--- src/rtl/multicycle_pkg.sv ---
// Shared encodings for the multi-cycle MIPS main control FSM: state codes,
// opcodes and datapath mux/ALU select codes.
package multicycle_pkg;

   localparam int unsigned STATE_BITS = 4;
   localparam int unsigned OPC_BITS   = 6;

   typedef enum logic [STATE_BITS-1:0] {
      FETCH     = 4'd0,
      DECODE    = 4'd1,
      MEM_ADDR  = 4'd2,
      MEM_READ  = 4'd3,
      MEM_WB    = 4'd4,
      MEM_WRITE = 4'd5,
      EXECUTE   = 4'd6,
      R_WB      = 4'd7,
      BRANCH    = 4'd8,
      JUMP      = 4'd9,
      ADDI_EX   = 4'd10,
      ADDI_WB   = 4'd11
   } state_e;

   localparam logic [OPC_BITS-1:0] OP_RTYPE = 6'b000000;
   localparam logic [OPC_BITS-1:0] OP_LW    = 6'b100011;
   localparam logic [OPC_BITS-1:0] OP_SW    = 6'b101011;
   localparam logic [OPC_BITS-1:0] OP_BEQ   = 6'b000100;
   localparam logic [OPC_BITS-1:0] OP_J     = 6'b000010;
   localparam logic [OPC_BITS-1:0] OP_ADDI  = 6'b001000;

   localparam logic [1:0] ALU_ADD   = 2'b00;
   localparam logic [1:0] ALU_SUB   = 2'b01;
   localparam logic [1:0] ALU_FUNCT = 2'b10;

   localparam logic [1:0] SRCB_B       = 2'b00;
   localparam logic [1:0] SRCB_FOUR    = 2'b01;
   localparam logic [1:0] SRCB_IMM     = 2'b10;
   localparam logic [1:0] SRCB_IMM_SH2 = 2'b11;

   localparam logic [1:0] PCSRC_ALU    = 2'b00;
   localparam logic [1:0] PCSRC_ALUOUT = 2'b01;
   localparam logic [1:0] PCSRC_JUMP   = 2'b10;

   function automatic logic op_supported(input logic [OPC_BITS-1:0] op);
      return (op == OP_RTYPE) || (op == OP_LW) || (op == OP_SW) ||
             (op == OP_BEQ) || (op == OP_J) || (op == OP_ADDI);
   endfunction

endpackage

--- src/rtl/multicycle_ctrl_out.sv ---
// Combinational state-to-control decoder. Every datapath strobe and select
// is a pure function of the current state; unlisted fields stay 0.
module multicycle_ctrl_out
   import multicycle_pkg::*;
(
   input  logic [STATE_BITS-1:0] i_state,
   output logic                  o_pc_write,
   output logic                  o_pc_write_cond,
   output logic                  o_iord,
   output logic                  o_mem_read,
   output logic                  o_mem_write,
   output logic                  o_ir_write,
   output logic                  o_mem_to_reg,
   output logic                  o_reg_dst,
   output logic                  o_reg_write,
   output logic                  o_alu_src_a,
   output logic [1:0]            o_alu_src_b,
   output logic [1:0]            o_alu_op,
   output logic [1:0]            o_pc_source
);

   always_comb begin
      o_pc_write      = 1'b0;
      o_pc_write_cond = 1'b0;
      o_iord          = 1'b0;
      o_mem_read      = 1'b0;
      o_mem_write     = 1'b0;
      o_ir_write      = 1'b0;
      o_mem_to_reg    = 1'b0;
      o_reg_dst       = 1'b0;
      o_reg_write     = 1'b0;
      o_alu_src_a     = 1'b0;
      o_alu_src_b     = SRCB_B;
      o_alu_op        = ALU_ADD;
      o_pc_source     = PCSRC_ALU;

      case (i_state)
         FETCH: begin
            o_mem_read  = 1'b1;
            o_ir_write  = 1'b1;
            o_pc_write  = 1'b1;
            o_alu_src_b = SRCB_FOUR;
         end
         // Speculative branch target lands in ALUOut for BRANCH to use.
         DECODE: begin
            o_alu_src_b = SRCB_IMM_SH2;
         end
         MEM_ADDR: begin
            o_alu_src_a = 1'b1;
            o_alu_src_b = SRCB_IMM;
         end
         MEM_READ: begin
            o_mem_read = 1'b1;
            o_iord     = 1'b1;
         end
         MEM_WB: begin
            o_reg_write  = 1'b1;
            o_mem_to_reg = 1'b1;
         end
         MEM_WRITE: begin
            o_mem_write = 1'b1;
            o_iord      = 1'b1;
         end
         EXECUTE: begin
            o_alu_src_a = 1'b1;
            o_alu_op    = ALU_FUNCT;
         end
         R_WB: begin
            o_reg_write = 1'b1;
            o_reg_dst   = 1'b1;
         end
         BRANCH: begin
            o_alu_src_a     = 1'b1;
            o_alu_op        = ALU_SUB;
            o_pc_write_cond = 1'b1;
            o_pc_source     = PCSRC_ALUOUT;
         end
         JUMP: begin
            o_pc_write  = 1'b1;
            o_pc_source = PCSRC_JUMP;
         end
         ADDI_EX: begin
            o_alu_src_a = 1'b1;
            o_alu_src_b = SRCB_IMM;
         end
         ADDI_WB: begin
            o_reg_write = 1'b1;
         end
         default: ;
      endcase
   end

endmodule

--- src/rtl/multicycle_ctrl.sv ---
// Main control FSM of the multi-cycle MIPS CPU: state register, opcode-driven
// next-state logic and the illegal-opcode flag; outputs come from the decoder.
module multicycle_ctrl
   import multicycle_pkg::*;
#(
   parameter int unsigned STATE_W = 4,
   parameter int unsigned OP_W    = 6
) (
   input  logic               i_clk,
   input  logic               i_reset,
   input  logic [OP_W-1:0]    i_opcode,
   output logic               o_pc_write,
   output logic               o_pc_write_cond,
   output logic               o_iord,
   output logic               o_mem_read,
   output logic               o_mem_write,
   output logic               o_ir_write,
   output logic               o_mem_to_reg,
   output logic               o_reg_dst,
   output logic               o_reg_write,
   output logic               o_alu_src_a,
   output logic [1:0]         o_alu_src_b,
   output logic [1:0]         o_alu_op,
   output logic [1:0]         o_pc_source,
   output logic               o_illegal,
   output logic [STATE_W-1:0] o_state
);

   state_e state_q, state_d;

   always_comb begin
      state_d = FETCH;
      case (state_q)
         FETCH:    state_d = DECODE;
         DECODE: begin
            if (i_opcode == OP_LW || i_opcode == OP_SW) state_d = MEM_ADDR;
            else if (i_opcode == OP_RTYPE)              state_d = EXECUTE;
            else if (i_opcode == OP_BEQ)                state_d = BRANCH;
            else if (i_opcode == OP_J)                  state_d = JUMP;
            else if (i_opcode == OP_ADDI)               state_d = ADDI_EX;
            else                                        state_d = FETCH;
         end
         // IR cannot change here, so a non-memory opcode only appears on a
         // corrupted IR; abandon the instruction rather than guess.
         MEM_ADDR: begin
            if (i_opcode == OP_LW)      state_d = MEM_READ;
            else if (i_opcode == OP_SW) state_d = MEM_WRITE;
            else                        state_d = FETCH;
         end
         MEM_READ: state_d = MEM_WB;
         EXECUTE:  state_d = R_WB;
         ADDI_EX:  state_d = ADDI_WB;
         default:  state_d = FETCH;
      endcase
   end

   always_ff @(posedge i_clk or posedge i_reset) begin
      if (i_reset) state_q <= FETCH;
      else         state_q <= state_d;
   end

   assign o_state   = STATE_W'(state_q);
   assign o_illegal = (state_q == DECODE) && !op_supported(i_opcode);

   multicycle_ctrl_out u_out (
      .i_state         (state_q),
      .o_pc_write      (o_pc_write),
      .o_pc_write_cond (o_pc_write_cond),
      .o_iord          (o_iord),
      .o_mem_read      (o_mem_read),
      .o_mem_write     (o_mem_write),
      .o_ir_write      (o_ir_write),
      .o_mem_to_reg    (o_mem_to_reg),
      .o_reg_dst       (o_reg_dst),
      .o_reg_write     (o_reg_write),
      .o_alu_src_a     (o_alu_src_a),
      .o_alu_src_b     (o_alu_src_b),
      .o_alu_op        (o_alu_op),
      .o_pc_source     (o_pc_source)
   );

endmodule

--- config.mk ---
export PLATFORM = sky130hd
export DESIGN_NAME = multicycle_ctrl
export DESIGN_NICKNAME = d
export VERILOG_FILES = /design/src/rtl/multicycle_pkg.sv /design/src/rtl/multicycle_ctrl_out.sv /design/src/rtl/multicycle_ctrl.sv
export SDC_FILE = /design/constraint.sdc
export NUM_CORES = 1
export LEC_CHECK = 0
export ABC_AREA = 1
export CORE_AREA = 4 4 41 43
export CTS_BUF_LIST = sky130_fd_sc_hd__clkbuf_8
export DETAILED_ROUTE_END_ITERATION = 12
export DIE_AREA = 0 0 45 47
export MAX_ROUTING_LAYER = met4
export PLACE_DENSITY = 0.77
export SYNTH_ARGS = -nofsm -noshare
export SYNTH_HDL_FRONTEND = slang
export SYNTH_SLANG_ARGS = --single-unit
--- constraint.sdc ---
create_clock -name i_clk -period 1.4 [get_ports i_clk]
set_input_delay 0.21 -clock i_clk [delete_from_list [all_inputs] [get_ports i_clk]]
set_output_delay 0.21 -clock i_clk [all_outputs]
set_load 0.02 [all_outputs]
==> reports/summary.md, run 1 <==
The die is 47 um tall. For the initial antenna violation count, the log shows 0. Once the floorplan was initialized, standard cells occupied 36.35% of the core. Summed over all nets, the half-perimeter wirelength after detailed placement is 1358 um. The pin count of the biggest net entering global routing was 7; the number of buffers added by the clock tree synthesis step was 3.

The average cell area after synthesis works out to 5.768 um2. Last worst endpoint in the global-route repair_timing: o_pc_write_cond. Row generation in the floorplan step produced 13 rows.

The tree built by TritonCTS fans out to 4 sinks. It got as far as global routing and failed there. Buffers placed on the I/O ports in this run total 28. The root buffer cell chosen for the clock tree is sky130_fd_sc_hd__clkbuf_8.

For the weighted congestion at the end of routability-driven global placement, the log shows 0.8520. Before CTS, the worst setup slack after placement is -628.1 ps. Combined area of all synthesized cells: 473.0 um2. The post-synthesis net count is 90, and the total of flip-flops plus latches after synthesis is 4.

The number of warnings reported in the yosys synthesis log is 0, and the maximum count of clock buffers along a single path is 2. For this run, the register share of the synthesized area comes to 21.16%. Synthesis handed over a netlist of 82 instances. The type of pin the worst path ends at is an output port. The number of distinct standard cells referenced by the synthesized netlist is 20. For this design the top-level I/O count stands at 29.

The flow did not finish. In this run, post-CTS hold repair placed 0 buffers. From left edge to right edge, the die measures 45 um. The tool reported: "[ERROR DPL-0033] detailed placement checks failed during check placement". The level count of the clock H-tree was 1.
kinds of logic after synthesis:
logic type | share of synthesized area (%)
compound gates | 11.38
simple gates | 50.00
buf+inv | 17.46
flops | 21.16
stage by stage:
| stage | instances | hold WS [ps] | utilization (%) | TNS (ps) | instance area [um2] |
|---|---|---|---|---|---|
| after floorplan | 82 | -24.12 | - | -183.7 | 491.7 |
| after global placement | 143 | 397.4 | 71.83 | -5085 | 934.6 |
| after detailed placement | 143 | 407.7 | 71.83 | -5654 | 934.6 |
| after CTS | 152 | 177.1 | 90.19 | -1041 | 1174 |
synth_stat cells:
library cell | number | area (um2)
sky130_fd_sc_hd__o21ai_0 | 3 | 15.01
sky130_fd_sc_hd__nand2_1 | 15 | 56.30
sky130_fd_sc_hd__nor3_2 | 1 | 10.01
sky130_fd_sc_hd__inv_1 | 12 | 45.04
sky130_fd_sc_hd__buf_4 | 2 | 15.01
sky130_fd_sc_hd__o211ai_1 | 1 | 7.510
sky130_fd_sc_hd__a22oi_1 | 1 | 7.510
sky130_fd_sc_hd__nand4_1 | 2 | 12.51
sky130_fd_sc_hd__nor2_1 | 17 | 63.81
sky130_fd_sc_hd__o21a_1 | 1 | 7.510
sky130_fd_sc_hd__nor2_4 | 2 | 22.52
sky130_fd_sc_hd__dfrtp_1 | 4 | 100.1
sky130_fd_sc_hd__o22ai_1 | 1 | 6.260
sky130_fd_sc_hd__nand2_2 | 2 | 12.51
sky130_fd_sc_hd__nand2_4 | 1 | 11.26
sky130_fd_sc_hd__o21ai_1 | 1 | 5.000
sky130_fd_sc_hd__inv_2 | 6 | 22.52
sky130_fd_sc_hd__a21oi_1 | 1 | 5.000
sky130_fd_sc_hd__nor2_2 | 2 | 12.51
sky130_fd_sc_hd__nand3_1 | 7 | 35.03
repair_timing:
action | in CTS
gates resized for setup | 145
gates cloned | 0
pin swaps | 12
setup endpoints to repair | 21
setup buffers | 5
==> run 2, diff against run 1 <==
Settings changed: CORE_AREA 4 4 41 43 to 4 4 65 67, CTS_BUF_LIST sky130_fd_sc_hd__clkbuf_8 to not set, DIE_AREA 0 0 45 47 to 0 0 69 71, MAX_ROUTING_LAYER met4 to not set, PLACE_DENSITY 0.77 to not set, PLACE_DENSITY_LB_ADDON set to 0.15.
==> reports/summary.md, run 2 <==
The number of diodes added for antenna fixing was 0. The largest total area in the synthesized netlist belongs to sky130_fd_sc_hd__dfrtp_1. For the remaining global-route overflow, the log shows 0. Once layout is done, the placed cells without fillers occupy 1257 um2.

Entering global routing, the biggest net connects 6 pins. The area of combinational cells with multiple inputs was 401.6 um2; the power density normalized to cell area was 1185 nW/um2. The leakage dissipation came out at 0.0006231 uW.

The logs give -674.7 ps (-46.60 ps) for the post-placement setup slack and 13 for the DRC violation total after the first TritonRoute iteration. The post-route antenna net violation count is 0, and the total of flip-flops plus latches after synthesis is 4 (unchanged). Setup repair after global routing could not meet its margin everywhere.

The final layout contains routed wiring with a total length of 1899 um. The quantity of hold-fixing buffers added after cts came out at 0 (unchanged). The run gives 0.7767 (-8.8%) as the weighted congestion at the end of routability-driven global placement. For the final-report hold violation count, the log shows 0. Cells fill 34.61% of the core in the end.

The number of distinct standard cells referenced by the synthesized netlist was 20 (unchanged); the die boundary width was 69 um (+53%). The critical path data required time was 1190 ps. The logs give 749 for the number of global-route vias before repair and 0 for the initial antenna violation count.

The checks that failed: negative setup slack. By startpoint and endpoint, the worst setup path is classified as reg -> out. Using the TritonRoute via totals, the vias-per-cell ratio works out to 3.722. For the level count of the clock H-tree, the log shows 1 (unchanged). From synthesis to final layout, the design area changed by 165.9%. TritonCTS built the clock tree. The worst ir drop on vdd came out at 331.2 uV. Average cell area after synthesis: 5.768 um2 (unchanged).

STA classifies the critical path endpoint as a primary output. The tools report the worst hold slack as 164.6 ps. Count of flip-flops with a built-in enable after synthesis: 0 (unchanged). The run gives 473.0 um2 (unchanged) as the combined area of all synthesized cells.

Setup violations remaining at the end of the flow were counted as 12. The detailed-router iteration count before antenna repair is 4. The layout has 414 filler cells. For the pin with the worst max-slew slack, the measured transition is 203.7 ps.

The maximum count of clock buffers along a single path is 2 (unchanged). Setup slack of the most critical reg-to-reg path: 60 ps. The library cells used most frequently in the layout, excluding fill and tap cells, are 27 x sky130_fd_sc_hd__buf_4, 23 x sky130_fd_sc_hd__buf_6, 13 x sky130_fd_sc_hd__nand2_1.

After layout, the worst path uses 111.2% of the clock period. Max-cap violations in this run came to 0. The worst setup path is launched from a flop.

The most common cell after layout, fill and taps aside was sky130_fd_sc_hd__buf_4. Among all stages on the critical path, the largest delay is contributed by sky130_fd_sc_hd__dfrtp_2. The proportion of synthesized flip-flops having asynchronous set or reset is 100.0% (unchanged). The boundary pin count was 29 (unchanged). The path type of the worst min-delay path was in -> async. The critical path goes through inv_2 > nor2_2 > inv_2 > a22oi_1 > buf_4. The gate count after technology mapping came out at 82 (unchanged). Sorting the synthesized cells by area gives the leading types as sky130_fd_sc_hd__dfrtp_1 21%, sky130_fd_sc_hd__nor2_1 13%, sky130_fd_sc_hd__nand2_1 12%. Headroom to the max-slew limit came out at 86.47%. The number of buffers added by the clock tree synthesis step is 3 (unchanged). The total area inside the core boundary comes to 3633 um2. The power consumption is 1490 uW.

The die covers 4899 um2. The run gives 0 (unchanged) as the number of warnings reported in the yosys synthesis log. The share of the synthesized area in the top cell type works out to 21.16% (unchanged). The portion of the post-synthesis area used by sequential elements came out at 21.16% (unchanged). Along the worst path, the maximum fanout reaches 5. Global routing used 8.100% of the available tracks. The final critical path time including I/O delays and setup is 1557 ps. By count the netlist is led by 17 x sky130_fd_sc_hd__nor2_1, 15 x sky130_fd_sc_hd__nand2_1, 12 x sky130_fd_sc_hd__inv_1.

The number of buffer cells added on primary ports works out to 28 (unchanged). sky130_fd_sc_hd__nor2_1 is the most common cell in the netlist. After detailed routing, the number of remaining DRC violations is 0. The placement row count is 22 (+9), and the footprint of the flip-flops and latches is 105.1 um2.

For the total half-perimeter wirelength after legalization and detailed placement, the log shows 1513 um (+11%). The total via count after detailed routing is 722. The tools report the clock skew after layout as 2.667 ps.

The average wire per standard cell is 9.789 um, and the effective utilization at floorplan is 13.02% (-23 points). Most frequently used flop master after synthesis: sky130_fd_sc_hd__dfrtp_1. The fraction of layout cells with a size suffix above 1 was 66.44%. The height of the die came out at 71 um (+51%). The run gives 1001 um2 (+7.1%) as the instance area after placement. The logs give 90 (unchanged) for the post-synthesis net count and 4 (unchanged) for the number of sinks on the clock net. CTS placed an instance of sky130_fd_sc_hd__clkbuf_8 at the clock tree root. The upper clock frequency limit was 642.1 MHz.

The flow ran to the end, but the final reports show violations. For the worst setup path, the data arrival time is 1350 ps. Flip-flop count of the largest register, all copies and words added: 4. The clock-pin transition on the worst setup and hold timing paths is 30 ps. The run gives 3243 um as the first-pass GRT wire length. In this design, the critical path's most frequently occurring cell is sky130_fd_sc_hd__inv_2. The tools report the startpoint of the worst-slack reg-to-reg timing path as o_state[0]. At the later pin of the worst-skew pair, clock insertion delay measures 220 ps.

The final net count was 155; the delay of the slowest cell on the worst path was 390 ps. For the final count of pins violating max slew, the log shows 0. The worst register-to-register path ends at o_state[2]. The number of cells on the worst reg-to-reg path is 8. The smallest setup slack after layout was -157.3 ps.
## run 2: cell counts after synthesis
Identical to the previous run, type by type.
## run 2: logic make-up after synthesis
group           count (synthesis)  synth area share [%]
buf+inv                        20                 17.46
flops                           4                 21.16
simple gates                   49                 50.00
compound gates                  9                 11.38
## run 2: layout make-up
type | instances | share of cell area, %
timing repair buffer | 62 | 45.17
inverter | 18 | 6.169
sequential | 4 | 8.358
multi-input combinational | 58 | 31.94
tap | 48 | 4.776
clock buffer | 4 | 3.582
## run 2: how the worst max path moves through the flow
stage	start	endpoint	slack, ps	cells past startpoint
after floorplan	o_state[3]	o_alu_src_a	-80	6
after global placement	i_opcode[3]	o_illegal	-580	8
after detailed placement	i_opcode[3]	o_illegal	-670	8
after CTS	o_state[2]	o_alu_src_a	-170	6
after global routing	o_state[0]	o_alu_src_a	-230	7
final	o_state[2]	o_reg_write	-160	5
## run 2: power breakdown
group | internal, uW | switching (uW)
Clock | 195 | 68.0
Sequential | 140 | 36.0
Combinational | 529 | 523
## run 2: worst max-delay path: cells and delay by family (launching register included)
family	cells	cell delay, ps
DFF	1	390
AOI/OAI and AO/OA	1	220
and+or+nand+nor	1	160
buffers and inverters	3	370
## run 2: through the flow
stage	std cells	TNS [ps]
after global routing	194	-2161
final	194	-1112
after global placement	181	-6012
after detailed placement	181	-6426
after floorplan	82	-183.7
after CTS	190	-1370
## run 2: layer usage
layer | vias up | track usage (%) | wire [um]
met3 | 3 | 2.131 | 110
met4 | 0 | 4.555 | 28
met5 | - | 0 | 0
li1 | 383 | - | -
met1 | 311 | 9.014 | 759
met2 | 25 | 13.98 | 1000
## run 2: repair_timing
action,CTS,global route
setup endpoints to repair,21,19
gates resized for setup,132,21
pin swaps,12,8
setup buffers,5,6
No activity file was read; power rests on OpenSTA's default activity.
